--- config.mk ---
export PLATFORM = sky130hd
export DESIGN_NAME = mac_dot_seq
export DESIGN_NICKNAME = d
export VERILOG_FILES = /design/src/rtl/mac_dot_seq.sv
export SDC_FILE = /design/constraint.sdc
export NUM_CORES = 1
export LEC_CHECK = 0
export BUFFER_PORTS_ARGS = -buffer_cell sky130_fd_sc_hd__buf_4
export CAP_MARGIN = 20
export CELL_PAD_IN_SITES_DETAIL_PLACEMENT = 1
export CELL_PAD_IN_SITES_GLOBAL_PLACEMENT = 2
export CORE_MARGIN = 2
export CORE_UTILIZATION = 29
export DETAILED_ROUTE_END_ITERATION = 8
export PLACE_DENSITY_LB_ADDON = 0.12
export REMOVE_ABC_BUFFERS = 1
export SLEW_MARGIN = 20
export SYNTH_ARGS = -nofsm -noshare
export SYNTH_HDL_FRONTEND = slang
export SYNTH_SLANG_ARGS = --single-unit
--- constraint.sdc ---
create_clock -name CLK -period 3.8 [get_ports CLK]
set_input_delay 0.19 -clock CLK [delete_from_list [all_inputs] [get_ports CLK]]
set_output_delay 0.19 -clock CLK [all_outputs]
set_load 0.05 [all_outputs]
--- src/rtl/mac_dot_seq.sv ---
// rtl/mac_dot_seq.sv - dot-product sequencer driving a fixed-latency fp16 x fp16 + fp32 MAC
//
// Purpose:
//   Takes a start command (length, initial fp32 accumulator) and streams fp16
//   operand pairs in. It issues one MAC per pair and feeds each result back as C.
//   At most one MAC is in flight at a time. The final fp32 sum is presented on
//   a valid/ready result port.
//
// Optional feature macro: MAC_DOT_SEQ_ZERO_SKIP_EN
//   When defined, a pair with either operand equal to +/-0.0 is consumed
//   without issuing a MAC. The MAC datapath forces the hidden bit, so it cannot
//   represent zero itself.
//
// Ports:
//   CLK, RESET            clock, synchronous active-high reset
//   start, len, init_c    command strobe, pair count, initial accumulator (IDLE only)
//   in_valid/in_ready     operand pair handshake, in_a/in_b fp16 operands
//   mac_issue             one-cycle pulse; mac_a/mac_b/mac_c valid that cycle
//   mac_result            MAC fp32 output, sampled LATENCY cycles after issue
//   res_valid/res_ready   final result handshake, res_data fp32 sum
//   busy                  high in every state except IDLE
//   remaining             pairs not yet accepted

module mac_dot_seq #(
  parameter int LATENCY = 3,
  parameter int LEN_W   = 8
) (
  input  logic             CLK,
  input  logic             RESET,
  input  logic             start,
  input  logic [LEN_W-1:0] len,
  input  logic [31:0]      init_c,
  input  logic             in_valid,
  output logic             in_ready,
  input  logic [15:0]      in_a,
  input  logic [15:0]      in_b,
  output logic             mac_issue,
  output logic [15:0]      mac_a,
  output logic [15:0]      mac_b,
  output logic [31:0]      mac_c,
  input  logic [31:0]      mac_result,
  output logic             res_valid,
  input  logic             res_ready,
  output logic [31:0]      res_data,
  output logic             busy,
  output logic [LEN_W-1:0] remaining
);

  localparam int               LAT_W    = (LATENCY < 1) ? 1 : $clog2(LATENCY + 1);
  localparam logic [LAT_W-1:0] LAT_INIT = LAT_W'(LATENCY);

  typedef enum logic [1:0] {
    S_IDLE,
    S_FETCH,
    S_WAIT,
    S_DONE
  } state_e;

  state_e           state_q, state_d;
  logic [31:0]      acc_q, acc_d;
  logic [LEN_W-1:0] rem_q, rem_d;
  logic [LAT_W-1:0] lat_q, lat_d;
  logic             issue_q, issue_d;
  logic [15:0]      mac_a_q, mac_a_d;
  logic [15:0]      mac_b_q, mac_b_d;
  logic [31:0]      mac_c_q, mac_c_d;
  logic             res_valid_q, res_valid_d;
  logic [31:0]      res_data_q, res_data_d;
  logic             busy_q, busy_d;
  logic             handshake;
  logic             skip_pair;

  // The only unregistered output: decoded straight from state.
  assign in_ready  = (state_q == S_FETCH);
  assign handshake = in_valid && in_ready;

`ifdef MAC_DOT_SEQ_ZERO_SKIP_EN
  // Ignore the sign bit: both +0.0 and -0.0 make the product zero.
  assign skip_pair = (in_a[14:0] == 15'd0) || (in_b[14:0] == 15'd0);
`else
  assign skip_pair = 1'b0;
`endif

  always_comb begin
    state_d   = state_q;
    acc_d     = acc_q;
    rem_d     = rem_q;
    lat_d     = lat_q;
    issue_d   = 1'b0;
    mac_a_d   = mac_a_q;
    mac_b_d   = mac_b_q;
    mac_c_d   = mac_c_q;

    case (state_q)
      S_IDLE: begin
        if (start) begin
          acc_d   = init_c;
          rem_d   = len;
          state_d = (len == '0) ? S_DONE : S_FETCH;
        end
      end

      S_FETCH: begin
        if (handshake) begin
          // Saturating decrement; never wraps even if entered with zero.
          rem_d = (rem_q != '0) ? (rem_q - LEN_W'(1)) : '0;
          if (skip_pair) begin
            state_d = (rem_d != '0) ? S_FETCH : S_DONE;
          end else begin
            issue_d = 1'b1;
            mac_a_d = in_a;
            mac_b_d = in_b;
            mac_c_d = acc_q;
            lat_d   = LAT_INIT;
            state_d = S_WAIT;
          end
        end
      end

      S_WAIT: begin
        if (lat_q == '0) begin
          acc_d   = mac_result;
          state_d = (rem_q != '0) ? S_FETCH : S_DONE;
        end else begin
          lat_d = lat_q - LAT_W'(1);
        end
      end

      S_DONE: begin
        if (res_valid_q && res_ready) begin
          state_d = S_IDLE;
        end
      end

      default: state_d = S_IDLE;
    endcase

    // Registered outputs are derived from the next state so they line up with it.
    busy_d      = (state_d != S_IDLE);
    res_valid_d = (state_d == S_DONE);
    // acc does not change while in DONE, so res_data stays stable until accepted.
    res_data_d  = (state_d == S_DONE) ? acc_d : res_data_q;
  end

  always_ff @(posedge CLK) begin
    if (RESET) begin
      state_q     <= S_IDLE;
      acc_q       <= '0;
      rem_q       <= '0;
      lat_q       <= '0;
      issue_q     <= 1'b0;
      mac_a_q     <= '0;
      mac_b_q     <= '0;
      mac_c_q     <= '0;
      res_valid_q <= 1'b0;
      res_data_q  <= '0;
      busy_q      <= 1'b0;
    end else begin
      state_q     <= state_d;
      acc_q       <= acc_d;
      rem_q       <= rem_d;
      lat_q       <= lat_d;
      issue_q     <= issue_d;
      mac_a_q     <= mac_a_d;
      mac_b_q     <= mac_b_d;
      mac_c_q     <= mac_c_d;
      res_valid_q <= res_valid_d;
      res_data_q  <= res_data_d;
      busy_q      <= busy_d;
    end
  end

  assign mac_issue = issue_q;
  assign mac_a     = mac_a_q;
  assign mac_b     = mac_b_q;
  assign mac_c     = mac_c_q;
  assign res_valid = res_valid_q;
  assign res_data  = res_data_q;
  assign busy      = busy_q;
  assign remaining = rem_q;

endmodule

==> results.sh, run 1 <==
export IMPL_grt_setup_unrepaired="no"
export IMPL_irDropWorstVdd_v=0.000303
export IMPL_crit_buf_inv=2
export IMPL_p_leak_nw=3.73
export IMPL_wl_mm=18.5
export IMPL_crit_start="state_q[1]$_SDFF_PP0_"
export IMPL_io_pins=217
export IMPL_yosys_warnings=0
export IMPL_slew_violations=0
export IMPL_r2r_end="mac_a[13]$_SDFFE_PP0P_"
export IMPL_first_iter_violations=279
export IMPL_ys_ff_latch=143
export IMPL_status="completed"
export IMPL_post_drt_wl_per_cell_um=17.2
export IMPL_seqPwrFrac=0.410
export IMPL_cell_internal_pwr_mw=2.87
export IMPL_die_x_um=140
export IMPL_drcViolationCount=0
export IMPL_synth_seq_area_share=0.531
export IMPL_post_route_util=0.445
export IMPL_htreeDepth=4
export IMPL_tns_ns=0
export IMPL_crit_path_cell_trace="nand2b_1 -> inv_1 -> nand2_2 -> buf_4 -> nand2_1 -> a21oi_1"
export IMPL_port_buffers=216
export IMPL_met1Wirelength_mm=8.25
export IMPL_power_switching_mw=1.13
export IMPL_hold_start="init_c[24]"
export IMPL_synth_area_leader_cell="dfxtp_1"
export IMPL_cpMaxStageDelayCell="nand2b_1"
export IMPL_grt_total_usage=0.186
export IMPL_grt_max_degree=92
export IMPL_n_fill_cell=2110
export IMPL_vias=5163
export IMPL_r2r_start="state_q[1]$_SDFF_PP0_"
export IMPL_cts_tree="yes"
export IMPL_clkLatencyLatePin_ns=0.42
export IMPL_drtAntennaViolNets=0
export IMPL_reg2reg_depth=6
export IMPL_whs_endpoint="acc_q[24]$_SDFF_PP0_"
export IMPL_switching_share=0.283
export IMPL_cts_sinks=143
export IMPL_cp_max_fo=42
export IMPL_grt_pass1_vias=5359
export IMPL_met2_length_mm=8.63
export IMPL_cp_top_family="simple AND/OR/NAND/NOR gates"
export IMPL_synthTopCellsByCount="143 x dfxtp_1, 142 x nand2_1, 74 x a21oi_1"
export IMPL_ctsResizeCount=0
export IMPL_drtPass1Iterations=5
export IMPL_path_class="flop to flop"
export IMPL_worstPathArrival_ns=3.04
export IMPL_dpl_hpwl_mm=12.6
export IMPL_synthToLayoutAreaGrowth_pct=49.4
export IMPL_final_area_um2=8060
export IMPL_layout_nets=946
export IMPL_worst_setup_path_end_kind="flop"
export IMPL_power_mw=4.00
export IMPL_ys_async_sr_fraction=0
export IMPL_clk_pin_slew_ns=0.06
export IMPL_layout_drive_gt1_share=0.310
export IMPL_finalCritPeriodShare=0.710
export IMPL_dpl_cell_area_um2=7210
export IMPL_die_y_um=140
export IMPL_antenna_found_initial=0
export IMPL_fmaxAchievable_mhz=371
export IMPL_synthCells=609
export IMPL_highest_layer="met4"
export IMPL_synth_distinct_cells=37
export IMPL_synth_area_leaders="dfxtp_1 53%, nand2_1 9.9%, a21oi_1 6.9%"
export IMPL_worst_pin_slew_ns=0.964
export IMPL_slowest_delay_ns=0.59
export IMPL_start_util=0.298
export IMPL_drv_cap=0
export IMPL_min_path_cells=3
export IMPL_synth_edf_count=0
export IMPL_rrSetupSlack_ns=1.10
export IMPL_min_path_type="input port to flop"
export IMPL_cts_root_buffer="clkbuf_16"
export IMPL_fin_crit_ns=2.70
export IMPL_insertedDiodeCount=0
export IMPL_core_um2=18100
export IMPL_finalHoldViolCount=0
export IMPL_numCtsBuffers=17
export IMPL_worst_hold_slack_ns=0.0128
export IMPL_power_density_nw_per_um2=497
export IMPL_postCtsSetupBuffers=0
export IMPL_cp_data_required_time_ns=4.14
export IMPL_setup_violations=0
export IMPL_clockBufferDepth=2
export IMPL_pwr_share_clk=0.424
export IMPL_p_comb_frac=0.166
export IMPL_rows=49
export IMPL_grt_overflow=0
export IMPL_wl_met3_mm=1.38
export IMPL_slew_headroom=0.357
export IMPL_gp_congestion=0.768
export IMPL_avgViaCountPerCell=4.79
export IMPL_multiInputGateArea_um2=2230
export IMPL_start_kind="flop"
export IMPL_synth_most_common_cell="dfxtp_1"
export IMPL_syn_avg_cell_area_um2=8.85
export IMPL_die_area_um2=19700
export IMPL_ff_latch_area_um2=2860
export IMPL_grt_pass1_wl_mm=28.9
export IMPL_syn_cell_area_um2=5390
export IMPL_yosys_area_top_type_share=0.531
export IMPL_skew_ns=0.00951
export IMPL_synth_ff_type="dfxtp_1"
placed cells by master, fill, tap and decap left out, types with 3 or more instances in the layout:
| cell type | n |
|---|---|
| a21oi_1 | 74 |
| a222oi_1 | 32 |
| a22oi_1 | 3 |
| buf_4 | 225 |
| bufinv_16 | 3 |
| clkbuf_16 | 17 |
| clkinv_4 | 3 |
| clkinvlp_4 | 4 |
| dfxtp_1 | 143 |
| dlygate4sd3_1 | 25 |
| inv_1 | 38 |
| mux2i_1 | 33 |
| nand2_1 | 141 |
| nand2b_1 | 36 |
| nor2_1 | 16 |
| nor3_1 | 8 |
| o21ai_0 | 10 |
| o311ai_0 | 3 |
| o31ai_1 | 4 |
cells by family after synthesis:
group | Yosys count | synth area share
AND/OR/NAND/NOR | 218 | 0.179
flip-flops | 143 | 0.531
AO/OA/AOI/OAI | 132 | 0.163
buffers and inverters | 81 | 0.0613
multiplexers | 33 | 0.0613
adder cells (fa/ha/maj) | 2 | 0.00464
worst register-to-register path: cells and delay by family, from the launching register on:
| kind | cells | cell delay [ns] |
|---|---|---|
| simple gates | 3 | 1.17 |
| buf+inv | 2 | 0.74 |
| flops | 1 | 0.54 |
| compound gates | 1 | 0.17 |
layout make-up:
cell class / count / area share
clock inverter: 13 / 0.0205
timing repair buffer: 250 / 0.241
sequential: 143 / 0.355
clock buffer: 19 / 0.0537
inverter: 38 / 0.0177
multi-input combinational: 385 / 0.276
tap: 229 / 0.0356
worst max-delay path by stage:
| stage | end | slack, ns | depth (start not counted) |
|---|---|---|---|
| after detailed placement | mac_a[13]$_SDFFE_PP0P_ | 1.04 | 6 |
| after global routing | mac_c[1]$_SDFFE_PP0P_ | 0.74 | 6 |
| final | mac_a[13]$_SDFFE_PP0P_ | 1.10 | 6 |
| after CTS | mac_a[13]$_SDFFE_PP0P_ | 1.03 | 6 |
| after global placement | mac_c[1]$_SDFFE_PP0P_ | 1.15 | 6 |
| after floorplan | res_data[0]$_SDFFE_PP0N_ | 0.18 | 7 |
state kept, by name, indices dropped and copies added, names as in the netlist:
signal and count:
acc_q 32, mac_c 32, res_data 32, mac_a 16
mac_b 16, remaining 8, lat_q 2, state_q 2
busy 1, mac_issue 1, res_valid 1
power groups by stage:
stage | registers [mW] | clock network (mW) | logic, mW
2_1_floorplan | 1.81 | 0 | 0.226
3_3_place_gp | 1.67 | 0 | 0.635
3_5_place_dp | 1.67 | 0 | 0.650
4_1_cts | 1.64 | 1.75 | 0.673
5_1_grt | 1.65 | 1.80 | 0.718
6_report | 1.64 | 1.70 | 0.665
timing repair:
item	4_1_cts	5_1_grt
setup endpoints to repair	0	0
hold buffers	25	0
endpoints found under the hold margin	23	0
metal layers:
| layer | GRT usage | vias to the layer above |
|---|---|---|
| li1 | - | 2534 |
| met1 | 0.236 | 2447 |
| met2 | 0.304 | 166 |
| met3 | 0.0612 | 16 |
| met4 | 0.0532 | 0 |
| met5 | 0 | - |
through the flow:
stage	std cells	worst slack [ns]
floorplan	566	0.176
global placement	1020	1.15
detailed placement	1020	1.04
CTS	1077	1.03
global route	1077	0.744
finish	1077	1.10
Power figures use the tool's default switching activity.
==> run 2, diff against run 1 <==
--- a/config.mk
+++ b/config.mk
@@ -5,12 +5,13 @@
 export SDC_FILE = /design/constraint.sdc
 export NUM_CORES = 1
 export LEC_CHECK = 0
+export ABC_AREA = 1
 export BUFFER_PORTS_ARGS = -buffer_cell sky130_fd_sc_hd__buf_4
 export CAP_MARGIN = 20
 export CELL_PAD_IN_SITES_DETAIL_PLACEMENT = 1
 export CELL_PAD_IN_SITES_GLOBAL_PLACEMENT = 2
 export CORE_MARGIN = 2
-export CORE_UTILIZATION = 29
+export CORE_UTILIZATION = 24
 export DETAILED_ROUTE_END_ITERATION = 8
 export PLACE_DENSITY_LB_ADDON = 0.12
 export REMOVE_ABC_BUFFERS = 1
==> constraint.sdc (replaced) <==
create_clock -name CLK -period 2.23 [get_ports CLK]
set_input_delay 0.1115 -clock CLK [delete_from_list [all_inputs] [get_ports CLK]]
set_output_delay 0.1115 -clock CLK [all_outputs]
set_load 0.05 [all_outputs]
==> run 2 against run 1 <==
Cell area is 14% higher; flip-flop and latch count stayed put; sequential power is 70% higher; largest power group is now registers; clock power is 59% higher; register-to-register slack worse by 0.84 ns; largest cell class unchanged; synthesized area is 17% higher; highest routed layer unchanged; combinational power is 140% higher; non-clock buffer count is 26 higher.
==> results.sh, run 2 <==
export IMPL_status="completed"
export IMPL_yosys_warnings=0
export IMPL_cp_data_required_time_ns=2.60
export IMPL_cts_root_buffer="clkbuf_16"
export IMPL_post_drt_wl_per_cell_um=15.5
export IMPL_p_leak_nw=4.20
export IMPL_reg2reg_depth=6
export IMPL_power_mw=7.11
export IMPL_drcViolationCount=0
export IMPL_r2r_end="mac_b[15]$_SDFFE_PP0P_"
export IMPL_wl_mm=23.0
export IMPL_clockBufferDepth=2
export IMPL_grt_max_degree=67
export IMPL_ff_latch_area_um2=2860
export IMPL_grt_setup_unrepaired="no"
export IMPL_min_path_type="input port to flop"
export IMPL_postCtsSetupBuffers=0
export IMPL_cts_tree="yes"
export IMPL_syn_cell_area_um2=6280
export IMPL_cp_max_fo=65
export IMPL_final_common_cell="buf_4"
export IMPL_whs_endpoint="remaining[3]$_SDFFE_PP0P_"
export IMPL_ys_ff_latch=143
export IMPL_clkLatencyLatePin_ns=0.42
export IMPL_multiInputGateArea_um2=2780
export IMPL_htreeDepth=4
export IMPL_irDropWorstVdd_v=0.000428
export IMPL_core_um2=25900
export IMPL_synth_area_leaders="dfxtp_1 46%, nand3_1 14%, nand2_1 9.6%"
export IMPL_synth_seq_area_share=0.456
export IMPL_yosys_area_top_type_share=0.456
export IMPL_fmaxAchievable_mhz=508
export IMPL_n_fill_cell=3156
export IMPL_path_class="flop to flop"
export IMPL_synth_most_common_cell="nand3_1"
export IMPL_insertedDiodeCount=0
export IMPL_drtPass1Iterations=4
export IMPL_min_path_cells=5
export IMPL_slew_headroom=0.646
export IMPL_layout_nets=1245
export IMPL_dpl_hpwl_mm=15.5
export IMPL_layout_drive_gt1_share=0.250
export IMPL_avgViaCountPerCell=4.44
export IMPL_ys_async_sr_fraction=0
export IMPL_worst_pin_slew_ns=0.526
export IMPL_synthTopCellsByCount="175 x nand3_1, 161 x nand2_1, 143 x dfxtp_1"
export IMPL_synthCells=909
export IMPL_power_density_nw_per_um2=775
export IMPL_skew_ns=0.0142
export IMPL_finalHoldViolCount=0
export IMPL_finalCritPeriodShare=0.883
export IMPL_syn_avg_cell_area_um2=6.91
export IMPL_fin_crit_ns=1.97
export IMPL_layout_common_cells="233 x buf_4, 175 x nand3_1, 160 x nand2_1"
export IMPL_worst_setup_path_end_kind="flop"
export IMPL_dp_slack_ns=0.405
export IMPL_finalNonFillerCells=1482
export IMPL_die_y_um=166
export IMPL_finalWorstSetupSlack_ns=0.261
export IMPL_synthToLayoutAreaGrowth_pct=45.9
export IMPL_cts_sinks=143
export IMPL_start_util=0.243
export IMPL_io_pins=217
export IMPL_grt_total_usage=0.167
export IMPL_synth_area_leader_cell="dfxtp_1"
export IMPL_dp_cells=1413
export IMPL_grt_overflow=0
export IMPL_synth_ff_type="dfxtp_1"
export IMPL_rrSetupSlack_ns=0.26
export IMPL_drtAntennaViolNets=0
export IMPL_r2r_start="state_q[0]$_SDFF_PP0_"
export IMPL_grt_pass1_vias=6803
export IMPL_grt_pass1_wl_mm=37.0
export IMPL_gp_congestion=0.738
export IMPL_vias=6587
export IMPL_port_buffers=216
export IMPL_synth_edf_count=0
export IMPL_synth_distinct_cells=27
export IMPL_die_area_um2=27500
export IMPL_slew_violations=0
export IMPL_worst_hold_slack_ns=0.0352
export IMPL_setup_violations=0
export IMPL_start_kind="flop"
export IMPL_antenna_found_initial=0
export IMPL_drv_cap=0
export IMPL_first_iter_violations=267
export IMPL_hold_start="len[3]"
export IMPL_tns_ns=0
export IMPL_rows=59
export IMPL_worstPathArrival_ns=2.34
export IMPL_die_x_um=166
export IMPL_numCtsBuffers=17
export IMPL_clk_pin_slew_ns=0.07
==> run 2: area by class of cell <==
cell class / count / share of cell area
flip-flops and latches: 143 / 0.312
multi-input cells: 608 / 0.303
repair buffers: 276 / 0.243
clock buffers: 18 / 0.0468
well taps: 335 / 0.0457
inverters: 88 / 0.0360
clock inverters: 14 / 0.0132
==> run 2: how the worst max path moves through the flow <==
| stage | start | end | slack (ns) |
|---|---|---|---|
| finish | state_q[0]$_SDFF_PP0_ | mac_b[15]$_SDFFE_PP0P_ | 0.26 |
| global route | state_q[0]$_SDFF_PP0_ | mac_b[15]$_SDFFE_PP0P_ | 0.12 |
| CTS | state_q[1]$_SDFF_PP0_ | mac_b[15]$_SDFFE_PP0P_ | 0.13 |
| detailed placement | state_q[0]$_SDFF_PP0_ | res_data[19]$_SDFFE_PP0N_ | 0.40 |
| global placement | state_q[0]$_SDFF_PP0_ | res_data[4]$_SDFFE_PP0N_ | 0.45 |
| floorplan | state_q[0]$_SDFF_PP0_ | res_data[0]$_SDFFE_PP0N_ | -1.90 |
==> run 2: critical path, cell delays in order, from the launching register on <==
cell and delay (ns):
dfxtp_1 0.50, inv_2 0.11, nor2_4 0.14, buf_12 0.32, nand3_1 0.14, a21oi_1 0.14, dlygate4sd3_1 0.55
==> run 2: stage by stage <==
step / area, um2 / util
finish: 9170 / 0.354
global placement: 8250 / 0.318
floorplan: 5950 / -
global route: 9170 / 0.354
CTS: 9170 / 0.354
detailed placement: 8250 / 0.318
==> run 2: cell families after synthesis <==
| family | after synthesis | synth area share |
|---|---|---|
| adders and majority gates | 2 | 0.00398 |
| buffers and inverters | 158 | 0.105 |
| DFF | 143 | 0.456 |
| AOI/OAI and AO/OA | 148 | 0.120 |
| and+or+nand+nor | 456 | 0.312 |
| xor gates and xnor gates | 2 | 0.00279 |
==> run 2: repair_timing <==
action | 4_1_cts | 5_1_grt
hold buffers | 37 | 0
hold endpoints to repair | 36 | 0
resized for setup | 0 | 1
setup endpoints to repair | 0 | 1
==> run 2: power breakdown <==
part / internal [mW] / switching (mW)
registers: 2.70 / 0.0929
clock network: 1.46 / 1.24
logic: 0.566 / 1.05
==> run 2: routing by layer <==
layer,routed length (um),global-route usage
met4,176,0.0352
met2,10400,0.276
met3,1310,0.0434
met1,11100,0.219
met5,0,0
